### src/rtl/core_pkg.sv
// Shared core definitions: datapath width, PC generator states and default vectors.
package core_pkg;

  localparam int XLEN = 32;

  typedef enum logic [1:0] {
    PC_BOOT = 2'd0,
    PC_RUN  = 2'd1,
    PC_HOLD = 2'd2
  } pc_state_e;

  localparam logic [XLEN-1:0] DEFAULT_RESET_VECTOR = 32'h0000_0000;
  localparam logic [XLEN-1:0] DEFAULT_TRAP_VECTOR  = 32'h0000_0100;

endpackage

### src/rtl/pc_gen.sv
// Program-counter generator feeding fetch: advance, redirect and stall-deferred redirect.
// Optional macro PC_MISALIGN_TRAP_EN traps misaligned redirect targets to TRAP_VECTOR.
import core_pkg::*;

module pc_gen #(
  parameter logic [XLEN-1:0] RESET_VECTOR = DEFAULT_RESET_VECTOR
`ifdef PC_MISALIGN_TRAP_EN
  ,
  parameter logic [XLEN-1:0] TRAP_VECTOR  = DEFAULT_TRAP_VECTOR
`endif
) (
  input  logic            clk,
  input  logic            reset_n,
  input  logic            fetch_ready_i,
  input  logic            stall_i,
  input  logic            redirect_valid_i,
  input  logic [XLEN-1:0] redirect_target_i,
  output logic [XLEN-1:0] pc_o,
  output logic            pc_valid_o,
  output logic [XLEN-1:0] pc_plus4_o
`ifdef PC_MISALIGN_TRAP_EN
  ,
  output logic            misalign_o,
  output logic [XLEN-1:0] bad_target_o
`endif
);

  pc_state_e       r_state;
  logic [XLEN-1:0] r_pc;
  logic [XLEN-1:0] r_pending;
  logic            r_pendingValid;

  logic [XLEN-1:0] w_srcTarget;
  logic [XLEN-1:0] w_loadPc;
  logic            w_load;
  logic            w_adv;
  logic            w_misaligned;

  // A fresh redirect always beats a stored one; pending is only consumed when none arrives.
  assign w_srcTarget = redirect_valid_i ? redirect_target_i : r_pending;

  assign w_load = ((r_state == PC_BOOT) && redirect_valid_i) ||
                  ((r_state == PC_RUN)  && redirect_valid_i && !stall_i) ||
                  ((r_state == PC_HOLD) && !stall_i && (redirect_valid_i || r_pendingValid));

  assign w_adv = (r_state == PC_RUN) && pc_valid_o && fetch_ready_i && !stall_i;

`ifdef PC_MISALIGN_TRAP_EN
  assign w_misaligned = (w_srcTarget[1:0] != 2'b00);
  assign w_loadPc     = w_misaligned ? TRAP_VECTOR : w_srcTarget;
`else
  assign w_misaligned = 1'b0;
  assign w_loadPc     = w_srcTarget & ~32'h0000_0003;
`endif

  always_ff @(posedge clk or negedge reset_n) begin
    if (!reset_n) begin
      r_state        <= PC_BOOT;
      r_pc           <= RESET_VECTOR;
      r_pending      <= '0;
      r_pendingValid <= 1'b0;
    end else begin
      case (r_state)
        PC_BOOT: begin
          r_state        <= PC_RUN;
          r_pendingValid <= 1'b0;
          if (w_load) r_pc <= w_loadPc;
        end
        PC_RUN: begin
          if (w_load) begin
            r_pc <= w_loadPc;
          end else if (redirect_valid_i && stall_i) begin
            r_pending      <= redirect_target_i;
            r_pendingValid <= 1'b1;
            r_state        <= PC_HOLD;
          end else if (w_adv) begin
            r_pc <= r_pc + 32'd4;
          end
        end
        PC_HOLD: begin
          if (!stall_i) begin
            if (w_load) r_pc <= w_loadPc;
            r_pendingValid <= 1'b0;
            r_state        <= PC_RUN;
          end else if (redirect_valid_i) begin
            r_pending <= redirect_target_i;
          end
        end
        default: begin
          r_state <= PC_BOOT;
        end
      endcase
    end
  end

`ifdef PC_MISALIGN_TRAP_EN
  logic            r_misalign;
  logic [XLEN-1:0] r_badTarget;

  // Pulse lines up with the cycle pc_o shows TRAP_VECTOR; bad target sticks until the next trap.
  always_ff @(posedge clk or negedge reset_n) begin
    if (!reset_n) begin
      r_misalign  <= 1'b0;
      r_badTarget <= '0;
    end else begin
      r_misalign <= w_load && w_misaligned;
      if (w_load && w_misaligned) r_badTarget <= w_srcTarget;
    end
  end

  assign misalign_o   = r_misalign;
  assign bad_target_o = r_badTarget;
`else
  logic w_unusedMisaligned;
  assign w_unusedMisaligned = w_misaligned;
`endif

  assign pc_o       = r_pc;
  assign pc_valid_o = (r_state != PC_BOOT);
  assign pc_plus4_o = r_pc + 32'd4;

endmodule

### config.mk
export PLATFORM = sky130hd
export DESIGN_NAME = pc_gen
export DESIGN_NICKNAME = d
export VERILOG_FILES = /design/src/rtl/core_pkg.sv /design/src/rtl/pc_gen.sv
export SDC_FILE = /design/constraint.sdc
export NUM_CORES = 1
export LEC_CHECK = 0
export ABC_AREA = 1
export CORE_ASPECT_RATIO = 1.75
export CORE_MARGIN = 1
export CORE_UTILIZATION = 35
export CTS_CLUSTER_SIZE = 10
export DETAILED_ROUTE_END_ITERATION = 8
export PLACE_DENSITY = 0.66
export SKIP_LAST_GASP = 1
export SYNTH_ARGS = -nofsm -noshare
export SYNTH_HDL_FRONTEND = slang
export SYNTH_SLANG_ARGS = --single-unit
### constraint.sdc
create_clock -name clk -period 1.5 [get_ports clk]
set_input_delay 0.3 -clock clk [delete_from_list [all_inputs] [get_ports clk]]
set_output_delay 0.3 -clock clk [all_outputs]
set_load 0.05 [all_outputs]
Yosys cells after proc, flatten, opt, wreduce, memory -nomap -nowiden
Cells that the tools add are included.
Storage, ports and cells
  word-level logic and storage cells: 53
  bits of input ports: 37
  output and inout bits: 65
  bits in registers: 65
Cells by class
  add/sub/neg operators: 1
  equality and inequality tests: 8
  reduce and logical (&&, ||, !) cells: 21
  mux-type cells: 19
Operators with widths (number)
  $mux W32: 9
  $pmux W32 S3: 1
  $pmux W32 S2: 1
  $add A32 B3 Y32 const B: 1
  $reduce_and A4 Y1: 3
  $logic_and A1 B1 Y1: 9
  $mux W2: 3
  $ne A2 B2 Y1 const B: 3
  $ne A3 B3 Y1 const B: 2
  $pmux W2 S3: 1
  $reduce_bool A2 Y1: 2
  $logic_or A1 B1 Y1: 3
  $mux W1: 3
  $pmux W1 S3: 1
  $reduce_and A3 Y1: 1
  $reduce_bool A3 Y1: 1
  $eq A2 B1 Y1 const B: 1
  $eq A2 B2 Y1 const B: 1
  $logic_not A2 Y1: 1
  $ne A2 B1 Y1 const B: 1
  $logic_not A1 Y1: 1

Depth between registers and ports, before layout
Gate-level depths: netlist (run 1).
  word-level depth: 8
  mapped depth: 10
  depth with buffers taken out: 10

Least setup slack after synthesis (run 1)
No wires, ideal clock.
  path type: flip-flop to output port
  start: register r_pc[2] (netlist: pc_o[2])
  end: output pc_plus4_o[19]
  arrival: 2.092 ns
  path buffers: 0
  slack: -0.892 ns
  cell stages (with the launch flop): 7
  required time: 1.200 ns
  cells stage by stage: dfrtp_1 -> inv_1 -> nor2_1 -> nand2_1 -> nor2_1 -> nand3b_1 -> nand2_1
On the way
  cells in the longest elaborated chain, start to end: 1
Ends and longest elaborated chain
  from (decl): line pc_gen.sv:29  | logic [XLEN-1:0] r_pc;
  from (signal assigned): line pc_gen.sv:67  | if (w_load) r_pc <= w_loadPc;
  from (signal assigned): line pc_gen.sv:71  | r_pc <= w_loadPc;
  from (signal assigned): line pc_gen.sv:77  | r_pc <= r_pc + 32'd4;
  $add A32 B3 Y32: line pc_gen.sv:120  | assign pc_plus4_o = r_pc + 32'd4;
  to (decl): line pc_gen.sv:20  | output logic [XLEN-1:0] pc_plus4_o
Every way passes these cells.

Worst setup path after layout (run 1)
  start: register r_pc[2] (netlist: pc_o[2])
  end: output pc_plus4_o[21]
The elaborated chain is that of the path after synthesis.

==> results of run 1 <==
placed cells by master (no fill, tap or decap), drive strengths merged:
cell           synthesis  final
nand2                291    291
buf                   22    209
o21ai                104    104
inv                   89     88
dfrtp                 63     63
nand3                 61     61
nor2                  52     52
clkdlybuf4s50          0     31
clkbuf                13     12
xor2                   7      7
a21oi                  6      6
conb                   1      4
bufinv                 0      4
o211ai                 4      4
nand3b                 3      3
clkinvlp               0      2
nand4                  2      2
dlygate4sd2            0      2
and2                   2      2
o21bai                 1      1
a41oi                  1      1
ha                     1      1
dlygate4sd3            0      1
worst min-delay path by stage:
stage,startpoint,endpoint,cells after the start
final,reset_n,pc_o[23],2
after global routing,reset_n,pc_o[23],2
after CTS,reset_n,pc_o[23],2
after detailed placement,reset_n,pc_o[23],1
after global placement,reset_n,pc_o[23],1
after floorplan,reset_n,pc_o[10],0
cell type report:
cell class,count,area [um^2]
clock buffers,11,253
clock inverters,5,128
fillers,846,3550
inverters,89,345
multi-input cells,539,3320
flip-flops and latches,63,1610
well taps,168,210
repair buffers,244,3020
per-stage QoR:
stage / setup WS (ns) / util / power [uW] / hold WS (ns) / cells
6_report: -0.679 / 0.715 / 22400 / 0.316 / 1119
4_1_cts: -0.623 / 0.665 / 20800 / 0.304 / 1103
5_1_grt: -0.776 / 0.715 / 23400 / 0.322 / 1119
2_1_floorplan: -0.482 / - / 10100 / 0.00441 / 726
3_5_place_dp: -0.402 / 0.581 / 16700 / 0.117 / 1054
3_3_place_gp: -0.357 / 0.581 / 16600 / 0.114 / 1054
state kept, by name (all words and copies together), names as in the netlist:
name	flops
r_pendingValid	1
pc_o	30
r_pending	30
r_state	2
metal layers:
layer  vias up  global-route usage  share of wire
met3        69              0.0420          0.051
li1       2698                   -              -
met4         0               0.130          0.051
met5         -                   0              0
met1      2723               0.272           0.36
met2       259               0.474           0.54
repair_timing:
item,CTS,global route
hold buffers,1,0
endpoints found under the hold margin,1,0
pin swaps,50,72
setup buffers,30,30
endpoints found under the setup margin,69,87
resized for setup,86,147
gates cloned,3,1
cells by family (layout without fill, tap and decap cells):
kind of cell,Yosys count,in the layout,synth area share
other,1,4,0.000844
AND/OR/NAND/NOR,411,411,0.374
flip-flops,63,63,0.355
AO/OA/AOI/OAI,116,116,0.136
adder cells (fa/ha/maj),1,1,0.00282
buffers and inverters,124,349,0.117
XOR/XNOR,7,7,0.0138
power by group through the flow:
stage / Sequential (uW) / Combinational, uW / Clock, uW
6_report: 3320 / 16400 / 2660
5_1_grt: 3380 / 17300 / 2750
4_1_cts: 3150 / 15000 / 2680
3_5_place_dp: 3140 / 13600 / 0
3_3_place_gp: 3110 / 13500 / 0
2_1_floorplan: 4650 / 5430 / 0
==> metrics.txt, run 1 <==
status=finished, violations left; violated checks=setup timing; core area=12400 um^2; switching pwr=10400 uW; DR pass1 iterations=5; R2R setup slack=-0.65 ns; fin crit share=1.45; Comb pwr share=0.733; Final #Nets=984; final worst setup slack=-0.679 ns; Ys Warns=0; FF-to-FF Start=pc_o[3]; CP top delay family=simple AND/OR/NAND/NOR gates; GR Overflow Total=0; area leader, netlist=dfrtp_1; Setup CP Type=reg2out; Clock transition at path regs=0.06 ns; setup violators final=57; Seq/Total Area, Yosys=0.355; RSZ-0062 raised after global routing=true; clock sinks=63; TritonCTS Buffers=9; Leakage=0.00421 uW; Bufs on Longest Clock Path=2; clk_skew=0.00516 ns; Avg Inst Size Synth=6.14 um^2; Die Footprint=13200 um^2; final hold vios=0; Worst path depth=9; CP Data Arrival Time=1.88 ns; layout cell share with drive strength beyond 1=0.454; P per Cell Area=2520 nW/um^2; clock root cell=clkbuf_16; worst r2r dst=pc_o[20]; Most used DFF post-synth=dfrtp_1; Finished Cell Area=8890 um^2; post-synthesis register bit count=63; CP Capture Type=primary output; count of different cell masters after synthesis=28; Post-synth EDFFs=0; worst-path maximum fanout=7; Synth Instances=723; first-pass GRT wire length=25600 um; vias per cell=5.14; most numerous cell in the Yosys netlist=nand2_1; Seq pwr share=0.148; largest net degree at the start of global routing=48; Area contributors post-synth=dfrtp_1, nand2_1, o21ai_0; Routed Antenna Nets=0; DR WL/cell=16.2 um; capture point of the worst path=pc_plus4_o[21]; Crit path buffers/inverters=3; maxcap violations=0; post-synth top area share=0.355; depth of the CTS H-tree=3; Detailed Route WL=18200 um; Sw Ratio=0.464; Worst VDD drop=1.03 mV; async set-reset flop share out of synthesis=1.00; CP Launch Type=flop; Max stage delay cell, worst path=dfrtp_2; total track usage=0.255; worst-path cell chain=buf_6, clkinvlp_4, nor2_4, nand2_4, nor2_4, nand2_1, nand2_2, nand2_4, buf_12; Die W=87.1 um; Cell Area, Synth=4440 um^2; total number of vias=5749; final slew viol count=0; Clk network pwr share=0.119; clk_lat worst skew=0.34 ns; placed instance area=7220 um^2; Critical Path Start=pc_o[2]; setup TNS=-20.39 ns; area grow syn2layout=100%; I/O pin total=102; antenna violations before repair=0; CTS tree=yes; Detailed Route Iter0 Violations=465; CP required=1.20 ns; dpl hpwl=11000 um; number of I/O port buffers=95; worst-case reg-to-reg path depth=15; Fmax achieved=0.459 GHz; synth cell count leaders=nand2_1, inv_1, o21ai_0; Post-route DRC=0; Int Pwr=12000 uW; Initial Util=0.357; antenna fix cells=0; worst min-delay path class=in2async; final weighted congestion in routability-driven placement=0.863; Max stage delay on crit path=0.40 ns; die height=151 um; vias in the first global route=5339; min Tclk post-route=2.18 ns; Row Count=54
No activity file was read; power rests on OpenSTA's default activity.
==> inputs of run 2 (changes only) <==
--- a/config.mk
+++ b/config.mk
@@ -5,13 +5,12 @@
 export SDC_FILE = /design/constraint.sdc
 export NUM_CORES = 1
 export LEC_CHECK = 0
-export ABC_AREA = 1
 export CORE_ASPECT_RATIO = 1.75
 export CORE_MARGIN = 1
 export CORE_UTILIZATION = 35
 export CTS_CLUSTER_SIZE = 10
 export DETAILED_ROUTE_END_ITERATION = 8
-export PLACE_DENSITY = 0.66
+export PLACE_DENSITY = 0.67
 export SKIP_LAST_GASP = 1
 export SYNTH_ARGS = -nofsm -noshare
 export SYNTH_HDL_FRONTEND = slang
==> metrics.txt, run 2 <==
violated checks=setup timing; first-pass GRT wire length=25300 um; area grow syn2layout=121%; dpl hpwl=9550 um; Worst VDD drop=1.68 mV; P per Cell Area=2200 nW/um^2; worst r2r dst=pc_o[28]; layout cell share with drive strength beyond 1=0.655; switching pwr=8760 uW; post-synthesis register bit count=63; most common cell after layout, fill and taps aside=buf_4; core area=11000 um^2; Setup WS pre-CTS=-0.730 ns; vias in the first global route=4714; most numerous cell in the Yosys netlist=dfrtp_1; Seq/Total Area, Yosys=0.399; Seq pwr share=0.158; final slew viol count=0; WHS Path Cells=3; largest net degree at the start of global routing=64; Int Pwr=10500 uW; Area contributors post-synth=dfrtp_1, mux2_2, xnor2_1; Hold Crit Endpoint=r_state[1]; Fmax achieved=0.374 GHz; total track usage=0.297; CP top delay family=simple AND/OR/NAND/NOR gates; I/O pin total=102; Cell Area, Synth=3950 um^2; Worst path most repeated cell=or4_4; setup violators final=93; count of different cell masters after synthesis=53; placed instance area=6960 um^2; Finished Cell Area=8720 um^2; Min-Delay Startpoint=redirect_valid_i; Clock transition at path regs=0.06 ns; DR pass1 iterations=6; Post-synth EDFFs=0; DR WL/cell=23.7 um; Comb pwr share=0.737; synth cell count leaders=dfrtp_1, mux2_2, a21oi_1; Post-route DRC=0; min Tclk post-route=2.68 ns; maxcap violations=0; Most used DFF post-synth=dfrtp_1; clock sinks=63; Initial Util=0.358; worst-case reg-to-reg path depth=9; post-synth top area share=0.399; worst min-delay path class=in2reg; Synth Instances=404; Die W=82.3 um; Sw Ratio=0.456; Max stage delay on crit path=0.51 ns; Ys Warns=0; depth of the CTS H-tree=3; RSZ-0062 raised after global routing=true; Leakage=0.00370 uW; CTS tree=yes; Routed Antenna Nets=0; CP required=1.20 ns; FF-to-FF Start=pc_o[3]; die height=143 um; fin crit share=1.78; GR Overflow Total=0; Setup CP Type=reg2out; total number of vias=4619; vias per cell=5.88; Clk network pwr share=0.105; Core Util, Final=0.790; Die Footprint=11700 um^2; worst-path cell chain=ha_4, nand4_1, or4_4, or4_4, xnor2_4, buf_12; TritonCTS Buffers=9; area leader, netlist=dfrtp_1; CP Launch Type=flop; worst-path maximum fanout=3; final worst setup slack=-1.18 ns; R2R setup slack=-1.01 ns; antenna violations before repair=0; Detailed Route WL=18600 um; clock root cell=clkbuf_16; Detailed Route Iter0 Violations=326; antenna fix cells=0; Row Count=51; leading cell types in the layout, fill and taps excluded=buf_4, buf_12, buf_6, dfrtp_1, clkdlybuf4s50_1; Critical Path Start=pc_o[3]; Avg Inst Size Synth=9.79 um^2; clk_skew=0.00740 ns; Bufs on Longest Clock Path=2; final weighted congestion in routability-driven placement=0.862; Crit path buffers/inverters=1; number of I/O port buffers=95; Final #Nets=686; Max stage delay cell, worst path=or4_4; filler instances=577; CP Data Arrival Time=2.38 ns; CP Capture Type=primary output; final hold vios=0; async set-reset flop share out of synthesis=1.00; clk_lat worst skew=0.35 ns; status=finished, violations left
run 2: cell count changes in the layout (fill, tap and decap cells not counted), moves of 12 or more:
cell,change
inv_1,-71
nand2_2,-40
mux2i_1,+15
nand2_1,-185
o21ai_1,-22
nand3_1,-33
nand3_2,-17
o21ai_0,-56
nand2_4,-39
mux2_4,+30
nor2_4,-12
xnor2_4,+15
run 2: per-layer routing:
| layer | vias to the layer above | global-route usage | wire length [um] |
|---|---|---|---|
| met2 | 241 | 0.526 | 9840 |
| li1 | 1965 | - | - |
| met1 | 2322 | 0.314 | 6450 |
| met4 | 0 | 0.201 | 1300 |
| met5 | - | 0 | 0 |
| met3 | 91 | 0.0365 | 1050 |
run 2: power groups by stage:
stage / logic [uW] / registers [uW] / clock network [uW]
after floorplan: 4480 / 4750 / 0
after global placement: 11800 / 2890 / 0
after detailed placement: 12000 / 2940 / 0
after CTS: 13200 / 2940 / 1990
after global routing: 14500 / 3080 / 2110
final: 14200 / 3040 / 2020
run 2: kinds of logic after synthesis:
logic type                 share of synthesized area
muxes                                          0.152
xor gates and xnor gates                      0.0620
adders and majority gates                    0.00570
other                                       0.000948
and+or+nand+nor                                0.159
AOI/OAI and AO/OA                              0.156
buffers and inverters                         0.0661
DFF                                            0.399
run 2: area by class of cell:
class | count | area (um^2) | area share
clock inverter | 5 | 32.5 | 0.00373
tap | 132 | 165 | 0.0189
sequential | 63 | 1620 | 0.185
multi-input combinational | 301 | 3300 | 0.378
inverter | 6 | 22.5 | 0.00258
clock buffer | 11 | 253 | 0.0290
timing repair buffer | 267 | 3330 | 0.382
run 2: timing repair:
item                                   CTS  global route
resized for setup                      133            60
gates cloned                             6             0
setup buffers                           37            34
pin swaps                               48            38
endpoints found under the hold margin   63             0
hold buffers                             1             0
setup endpoints to repair               89            91
run 2: how the worst max path moves through the flow:
stage,to,slack (ns),depth (start not counted)
2_1_floorplan,pc_plus4_o[28],-1.15,6
3_3_place_gp,pc_plus4_o[28],-0.69,6
3_5_place_dp,pc_o[14],-0.73,7
4_1_cts,pc_plus4_o[28],-1.06,6
5_1_grt,pc_plus4_o[28],-1.19,6
6_report,pc_plus4_o[28],-1.18,6
run 2: stage by stage:
stage	hold slack [ns]	cells	setup TNS (ns)	power (uW)
3_3_place_gp	0.335	703	-40.21	14700
6_report	0.285	785	-48.45	19200
3_5_place_dp	0.341	703	-43.92	14900
2_1_floorplan	0.00441	407	-30.50	9230
5_1_grt	0.306	785	-51.40	19700
4_1_cts	0.290	759	-40.40	18100
run 2: worst reg2reg max path, cell delays in order (launching register included):
cell and delay (ns):
dfrtp_2 0.40, ha_4 0.15, nand4_1 0.13, or4_4 0.51
or4_4 0.49, buf_4 0.17, buf_6 0.10, buf_6 0.10
a2bb2oi_1 0.13, o22a_1 0.21
